## config.mk

```make
export PLATFORM = sky130hd
export DESIGN_NAME = multiplier_iterative_unit
export DESIGN_NICKNAME = d
export VERILOG_FILES = /design/src/rtl/multiplier_iterative_unit.sv
export SDC_FILE = /design/constraint.sdc
export NUM_CORES = 1
export LEC_CHECK = 0
export CORE_MARGIN = 5
export CORE_UTILIZATION = 23
export CTS_CLUSTER_DIAMETER = 120
export DETAILED_ROUTE_END_ITERATION = 16
export PLACE_DENSITY = 0.42
export REMOVE_ABC_BUFFERS = 1
export SLEW_MARGIN = 20
export SYNTH_ARGS = -nofsm -noshare
export SYNTH_HDL_FRONTEND = slang
export SYNTH_SLANG_ARGS = --single-unit
```

## constraint.sdc

```tcl
create_clock -name clk -period 10.09 [get_ports clk]
set_input_delay 1.009 -clock clk [delete_from_list [all_inputs] [get_ports clk]]
set_output_delay 1.009 -clock clk [all_outputs]
set_load 0.005 [all_outputs]
```

## src/rtl/multiplier_iterative_unit.sv

```systemverilog
// ---------------------------------------------------------------------------
// multiplier_iterative_unit
//
// Sequential unsigned 32x32 -> 64-bit multiplier. It uses a shift-and-add
// datapath that resolves one multiplier bit per clock. A one-cycle valid_in
// pulse in IDLE starts an operation. Exactly 32 clocks later the product
// appears on r, together with a one-cycle valid_out pulse.
//
// Ports
//   clk        rising-edge clock
//   reset      asynchronous, active-high; forces IDLE and clears all outputs
//   valid_in   start request, sampled only while IDLE
//   a          32-bit unsigned multiplicand, captured on start
//   b          32-bit unsigned multiplier, captured on start
//   valid_out  one-cycle pulse marking a freshly completed product on r
//   r          64-bit product of the last completed operation (held)
// ---------------------------------------------------------------------------
module multiplier_iterative_unit (
  input  logic        clk,
  input  logic        reset,
  input  logic        valid_in,
  input  logic [31:0] a,
  input  logic [31:0] b,
  output logic        valid_out,
  output logic [63:0] r
);

  typedef enum logic [0:0] {
    IDLE = 1'b0,
    BUSY = 1'b1
  } state_t;

  state_t      state;
  state_t      state_next;

  logic [63:0] mcand;
  logic [31:0] mplier;
  logic [63:0] acc;
  logic [5:0]  count;

  logic [63:0] sum_next;
  logic        last_iter;

  // State register.
  always_ff @(posedge clk or posedge reset) begin
    if (reset) begin
      state <= IDLE;
    end else begin
      state <= state_next;
    end
  end

  // The accumulator value after this cycle's iteration. The same value feeds
  // r on the final iteration, so the last partial product is included in r.
  // The FSM stays in BUSY for exactly 32 iterations and has no early exit.
  always_comb begin
    sum_next   = acc + (mplier[0] ? mcand : 64'd0);
    last_iter  = (count == 6'd31);
    state_next = state;
    case (state)
      IDLE: if (valid_in)  state_next = BUSY;
      BUSY: if (last_iter) state_next = IDLE;
      default:             state_next = IDLE;
    endcase
  end

  // Datapath and output registers. valid_out defaults low so that it is a
  // single-cycle pulse. r is written only on completion, so it keeps the
  // previous product while a new operation runs. Requests that arrive in
  // BUSY are dropped.
  always_ff @(posedge clk or posedge reset) begin
    if (reset) begin
      mcand     <= 64'd0;
      mplier    <= 32'd0;
      acc       <= 64'd0;
      count     <= 6'd0;
      r         <= 64'd0;
      valid_out <= 1'b0;
    end else begin
      valid_out <= 1'b0;
      case (state)
        IDLE: begin
          if (valid_in) begin
            mcand  <= {32'd0, a};
            mplier <= b;
            acc    <= 64'd0;
            count  <= 6'd0;
          end
        end
        BUSY: begin
          acc    <= sum_next;
          mcand  <= mcand << 1;
          mplier <= mplier >> 1;
          count  <= count + 6'd1;
          if (last_iter) begin
            r         <= sum_next;
            valid_out <= 1'b1;
          end
        end
        default: ;
      endcase
    end
  end

endmodule

```

After elaboration in Yosys (flattened, before gate mapping). Index checks and enable logic that the tools add are counted.

Bits in registers: 232. Word-level logic and storage cells: 27. Output and inout bits: 65.

Add/subtract/negate cells: 2. Muxes and demuxes: 14. Reduce and logical (&&, ||, !) cells: 1. Equal/unequal tests: 2. Bitwise gates (word level): 1.

Operator list (count): 64-bit case mux with 2 select lines (2); 64-bit 2-to-1 mux (3); 64-bit adder (1); 32-bit case mux with 2 select lines (1); 32-bit 2-to-1 mux (1); 6-bit case mux with 2 select lines (1); 6-bit by 1-bit adder with 6-bit output (second input constant) (1); 6-bit by 5-bit == test with 1-bit output (second input constant) (1); 6-bit 2-to-1 mux (1); 1-bit 2-to-1 mux (4); 2-bit inequality test (second input constant) (1); 1-bit case mux with 2 select lines (1); 2-bit AND reduction (1); 1-bit inverter (1).

Depth between registers and ports, before layout.
Depth after elaboration: 3. Depth in mapped cells: 15. Mapped depth without buffers: 13.

Worst setup path before layout. Ideal clock, no wire load.

Path kind: reg-to-reg. Start: register mplier[0]. End: register r[46]. Arrival: 3286 ps. Cell stages (with the launch flop): 16. Path buffers: 2. Path slack: 6679 ps. Required time: 9965 ps. Clock period less this slack: 3411 ps. Setup time: 125 ps. Cells stage by stage: dfrtp_1 > clkbuf_1 > clkbuf_1 > and2_1 > ha_1 > inv_1 > fa_1 > nor2b_1 > o2111ai_1 > a21bo_2 > a211oi_1 > o21ai_1 > a21oi_1 > a31oi_1 > xnor2_1 > mux2_2.

Cells in the longest elaborated chain, start to end: 2.

RTL lines: from (decl) (line 37) `logic [31:0] mplier;`; from (signal assigned) (line 93) `mplier <= mplier >> 1;`; 64-bit 2-to-1 mux (line 57) `sum_next = acc + (mplier[0] ? mcand : 64'd0);`; 64-bit adder (line 57); to (signal assigned) (line 96) `r <= sum_next;`; to (decl) (line 25) `output logic [63:0] r`.

No other way between the ends. A chain may end at the register's enable or synchronous reset.

Worst setup path in the final report.
Start: register mplier[0]. End: register r[50].

The elaborated chain is that of the path after synthesis.

==> results_dict.tcl <==
set metrics [dict create \
    postSynthCellCount 1550 \
    rows 89 \
    wl_per_cell_um 18.4 \
    rr_worst_depth 14 \
    crit_fanout 64 \
    ant_nets 0 \
    cts.sinks 232 \
    ys_types 76 \
    dp.final_hpwl_um 31300 \
    place_congestion 0.857 \
    syn_avg_cell_area_um2 8.90 \
    dpl-instance-area_um2 15800 \
    clkLatencyLatePin_ps 570 \
    ys_seq_elements 232 \
    io_pins 132 \
    htreeDepth 1 \
    n_antenna_cell 0 \
    rsz0062_at_grt "false" \
    grt_pass1_vias 11800 \
    clk_path_buf_depth 3 \
    setup_viol 0 \
    wl_um 44700 \
    slew_headroom_pct 36.0 \
    drt_pass1_iterations 5 \
    ys_seq_area_share_pct 42.1 \
    place.port_buffers 131 \
    drive_gt1_share_pct 7.05 \
    start_util_pct 23.3 \
    final_cell_mix "nand2_1, dfrtp_1, o21ai_0" \
    post_cts_buffers 0 \
    cp.arrival_ps 4730 \
    drv_slew 0 \
    cp.required_ps 10540 \
    drt_iter0_drc 605 \
    grt_pass1_wl_um 70200 \
    synthesis.area_um2 13800 \
    min_from "r[17]" \
    holdPathStages 2 \
    ctsResizeCount 0 \
    overflow 0 \
    max_freq_mhz 234 \
    grt_max_degree 91 \
    cts_hold_buffers 0 \
    die_h_um 255 \
    fin_util_pct 28.5 \
    outcome "complete, no violations" \
    max-vdd-ir-drop_uv 126 \
    power_mw 4.60 \
    cts-root-buf "clkbuf_16" \
    synthToLayoutAreaGrowth_pct 22.3 \
    track_usage_pct 13.4 \
    worst_pin_slew_ps 960 \
    final_nets 1767 \
    synth_async_sr_flop_share_pct 100 \
    antenna_found_initial 1 \
    post-route-period-util_pct 42.4 \
    cp-start-kind "register" \
    fp.dieW_um 255 \
    hp-class "register to register" \
    final.min_clock_period_ps 4280 \
    yosysWarningCount 0 \
    critPathLaunch "mplier[0]" \
    r2r_setup_slack_ps 5810 \
    worstSetupEndpointType "register" \
    cts_tree "built" \
    power_leakage_nw 7.44 \
    path_class "register to register" \
    core_um2 59200 \
    r2r-start "mplier[0]" \
    maxCapViolCount 0 \
    die_area_um2 65000 \
    synth_edf_count 0 \
    remaining_drc_errors 0 \
    final_area_um2 16900 \
    powerDensity_nw_per_um2 273 \
    regToRegEndpoint "r[50]" \
    viasPerCell 4.77 \
    endpoint "r[50]" \
    final_common_cell "nand2_1" \
    numCtsBuffers 31 \
    ys.flop_type "dfrtp_1" \
    hold_slack_ps 474 \
    clk_pin_slew_ps 60 \
    fin_skew_ps 8.74 \
    setup_tns_ps 0 \
    routed-via-count 11600 \
    hold_violations 0 \
]
[worst min-delay path by stage]
stage                             to  slack, ps
after global placement    mplier[29]        460
after CTS                      r[17]        480
after detailed placement  mplier[28]        460
final                          r[17]        470
after floorplan             count[5]        450
after global routing            r[4]        490
[stage by stage]
step | std cells | setup slack, ps
after floorplan | 1459 | 2720
after global placement | 2375 | 5970
after detailed placement | 2375 | 5840
after CTS | 2432 | 5820
after global routing | 2432 | 5460
final | 2432 | 5810
[worst max-delay path, cell delays in order (launching register included)]
cell	delay, ps
dfrtp_1	340
buf_4	540
and2_1	220
ha_1	190
inv_1	60
fa_1	410
nor2b_1	170
o2111ai_1	180
a21bo_2	310
a211oi_1	400
o21ai_1	230
a21oi_1	440
a31oi_1	180
xnor2_1	170
mux2_2	280
[synth_stat cells (11+ instances only)]
cell,number,area (um^2)
nand2_1,323,1210
dfrtp_1,232,5810
o21ai_0,144,721
a21oi_1,85,425
and2_1,70,438
clkbuf_1,70,263
mux2i_1,66,661
ha_1,64,801
nor2_1,52,195
a22o_1,45,394
xnor2_1,34,298
inv_1,31,116
nand3_1,28,140
a21o_1,25,188
nand4_1,21,131
xor2_1,19,166
mux2_2,18,203
o211ai_1,13,97.6
o21ai_1,13,65.1
o21bai_1,13,97.6
buf_2,12,60.1
nor3_1,12,60.1
a31oi_1,11,68.8
o31ai_1,11,82.6
[layer usage]
layer	share of wire [%]	wire, um	vias to the layer above	GRT usage (%)
li1	-	-	5658	-
met3	4.0	1790	55	1.98
met4	2.1	927	0	3.27
met5	0	0	-	0
met1	49	21900	5676	19.1
met2	45	20100	223	21.5
[cell families after synthesis]
| group | Yosys count | share of synthesized area (%) |
|---|---|---|
| and+or+nand+nor | 560 | 18.8 |
| AOI/OAI and AO/OA | 431 | 19.9 |
| DFF | 232 | 42.1 |
| buffers and inverters | 124 | 3.51 |
| muxes | 84 | 6.26 |
| adders and majority gates | 65 | 5.95 |
| xor gates and xnor gates | 54 | 3.48 |
[power by group]
part	internal, mW	switching (mW)
clock	0.661	0.460
combinational	0.827	1.07
sequential	1.31	0.269
total	2.80	1.80
[registers in the layout (all words and copies together), names as in the netlist]
register / cells
acc: 64
mcand: 64
r: 64
mplier: 32
count: 6
state: 1
valid_out: 1
[cell type report]
| class | count | area (um^2) |
|---|---|---|
| fillers | 6372 | 42400 |
| multi-input cells | 1194 | 7520 |
| flip-flops and latches | 232 | 5810 |
| repair buffers | 143 | 1400 |
| well taps | 773 | 967 |
| clock buffers | 42 | 917 |
| inverters | 33 | 131 |
| clock inverters | 15 | 128 |
(Power assumes the default switching activity.)
==> RTL change, RTL diff (same settings) <==
One comparison of `count` changes from == to >=.
--- a/src/rtl/multiplier_iterative_unit.sv
+++ b/src/rtl/multiplier_iterative_unit.sv
@@ -55,7 +55,7 @@
   // The FSM stays in BUSY for exactly 32 iterations and has no early exit.
   always_comb begin
     sum_next   = acc + (mplier[0] ? mcand : 64'd0);
-    last_iter  = (count == 6'd31);
+    last_iter  = (count >= 6'd31);
     state_next = state;
     case (state)
       IDLE: if (valid_in)  state_next = BUSY;
Behaviour: same outputs for any inputs over 10 cycles, from zero or initial values and one cycle with reset high; that may be too few to reach the edited logic, so the function may still have changed.
==> RTL change against the original RTL <==
Die area shrank 4.5%; area after synthesis is 4.7% lower; largest power group unchanged; combinational power up 3%; critical path depth up 2; setup slack lost 46 ps; routed wire length down 16%; power is 0.14% higher; critical path type unchanged; cell count decreased by 9.9%; critical endpoint is now r[62]$_DFFE_PP0P_; sequential cell count is the same; final area down 4.6%.
==> RTL change: results (changes against the original RTL) <==
.. list-table::
   :header-rows: 1

   * - Metric
     - Value
   * - Status
     - finished clean (unchanged)
   * - Min Hold Slack
     - 478.4 ps (was 474.2 ps)
   * - Initial drt markers
     - 450 (was 605)
   * - Met3 usage in global routing
     - 2.558% (was 1.982%)
   * - Fraction of final layout cells sized beyond drive strength 1
     - 10.24% (was 7.052%)
   * - Dpl cell area
     - 15140 um^2 (was 15830 um^2)
   * - Post-placement cell count
     - 2138 (was 2375)
   * - Transition time at the pin with the least slew margin
     - 961.7 ps (was 960.4 ps)
   * - Met1 capacity usage during global routing
     - 16.68% (was 19.10%)
   * - Highest ir drop seen on vdd
     - 0.1608 mV (was 0.1256 mV)
   * - Wire length of the first global-routing pass
     - 61340 um (was 70230 um)
   * - Detailed Routing Iterations Pass 1
     - 7 (was 5)
   * - Leading cell types by total area after synthesis
     - sky130_fd_sc_hd__dfrtp_1 44%, sky130_fd_sc_hd__ha_1 6.1%, sky130_fd_sc_hd__nand2_1 5.3%, sky130_fd_sc_hd__o21ai_0 5.1%, sky130_fd_sc_hd__mux2_2 5.0% (was sky130_fd_sc_hd__dfrtp_1 42%, sky130_fd_sc_hd__nand2_1 8.8%, sky130_fd_sc_hd__ha_1 5.8%, sky130_fd_sc_hd__o21ai_0 5.2%, sky130_fd_sc_hd__mux2i_1 4.8%)
   * - Final non-filler cell total
     - 2192 (was 2432)
   * - Worst-case clock skew
     - 24.15 ps (was 8.742 ps)
   * - Leakage power
     - 7.335 nW (was 7.437 nW)
   * - Sum of net half-perimeters after detailed placement
     - 25840 um (was 31320 um)
   * - Most common library cells after synthesis
     - 232 x sky130_fd_sc_hd__dfrtp_1, 184 x sky130_fd_sc_hd__nand2_1, 133 x sky130_fd_sc_hd__o21ai_0 (was 323 x sky130_fd_sc_hd__nand2_1, 232 x sky130_fd_sc_hd__dfrtp_1, 144 x sky130_fd_sc_hd__o21ai_0)
   * - Count of distinct cell types in the synthesized netlist
     - 69 (was 76)
   * - Met2 Usage GRT
     - 19.21% (was 21.46%)
   * - Initial antenna violation count
     - 0 (was 1)
   * - Fill cell count
     - 5949 (was 6372)
   * - Mapped Avg Cell Area
     - 9.881 um^2 (was 8.904 um^2)
   * - RD Place Congestion
     - 0.7549 (was 0.8572)
   * - Launch point of the worst hold path
     - mplier[12]$_DFFE_PP0P_ (was r[17]$_DFFE_PP0P_)
   * - Share of synthesized area occupied by flip-flops and latches
     - 44.14% (was 42.07%)
   * - Power attributed to combinational cells
     - 1.96 mW (was 1.90 mW)
   * - Post-Place Setup Slack
     - 5738 ps (was 5840 ps)
   * - Final nets
     - 1545 (was 1767)
   * - Global router's overall resource usage
     - 11.87% (was 13.39%)
   * - Clk pwr share
     - 22.7% (was 24.4%)
   * - Maximum number of pins on one net before global-route repair
     - 109 (was 91)
   * - Clock period minus worst slack
     - 4325 ps (was 4279 ps)
   * - Capture endpoint of the worst hold path
     - mplier[11]$_DFFE_PP0P_ (was r[17]$_DFFE_PP0P_)
   * - Post-Route M1 WL
     - 18080 um (was 21860 um)
RTL change: changes by cell type in the layout (fill, tap and decap cells not counted), sizes merged, moves of 9 or more:
cell	unedited run	this run
a21boi	9	0
a21o	25	40
a21oi	86	72
a22o	45	59
a31o	11	0
mux2	18	58
nand2	323	185
nand3	29	13
nor2	53	32
nor3	15	6
o211ai	13	2
o21ai	157	148
RTL change: kinds of logic (layout without fill, tap and decap cells):
kind of cell	count (synthesis)	count (layout)	share of synthesized area, %
compound gates	381	381	19.13
xor+xnor	63	63	4.310
fa+ha+maj	65	65	6.241
buf+inv	110	215	3.263
flops	232	232	44.14
mux	122	122	9.837
simple gates	358	358	13.07
RTL change: layout make-up:
type | instances | area (um^2) | share of cell area (%)
Clock buffer | 42 | 864.6 | 5.369
Sequential cell | 232 | 5809 | 36.07
Clock inverter | 12 | 101.3 | 0.6293
Multi-Input combinational cell | 989 | 6924 | 43.00
Inverter | 22 | 90.09 | 0.5594
Tap cell | 756 | 945.9 | 5.874
Timing Repair Buffer | 139 | 1369 | 8.500
RTL change: worst max-delay path: stages (launching register included):
cell and delay [ps]:
sky130_fd_sc_hd__dfrtp_1 340, sky130_fd_sc_hd__buf_4 490, sky130_fd_sc_hd__and2_1 220, sky130_fd_sc_hd__ha_1 190, sky130_fd_sc_hd__inv_1 60, sky130_fd_sc_hd__fa_1 390
sky130_fd_sc_hd__nand2b_1 200, sky130_fd_sc_hd__a211oi_2 250, sky130_fd_sc_hd__o21ai_2 150, sky130_fd_sc_hd__a2111oi_4 410, sky130_fd_sc_hd__o21ai_2 110, sky130_fd_sc_hd__a21o_1 210
sky130_fd_sc_hd__and3_1 220, sky130_fd_sc_hd__o21ai_1 320, sky130_fd_sc_hd__a31oi_1 170, sky130_fd_sc_hd__xnor2_1 170, sky130_fd_sc_hd__mux2_2 270
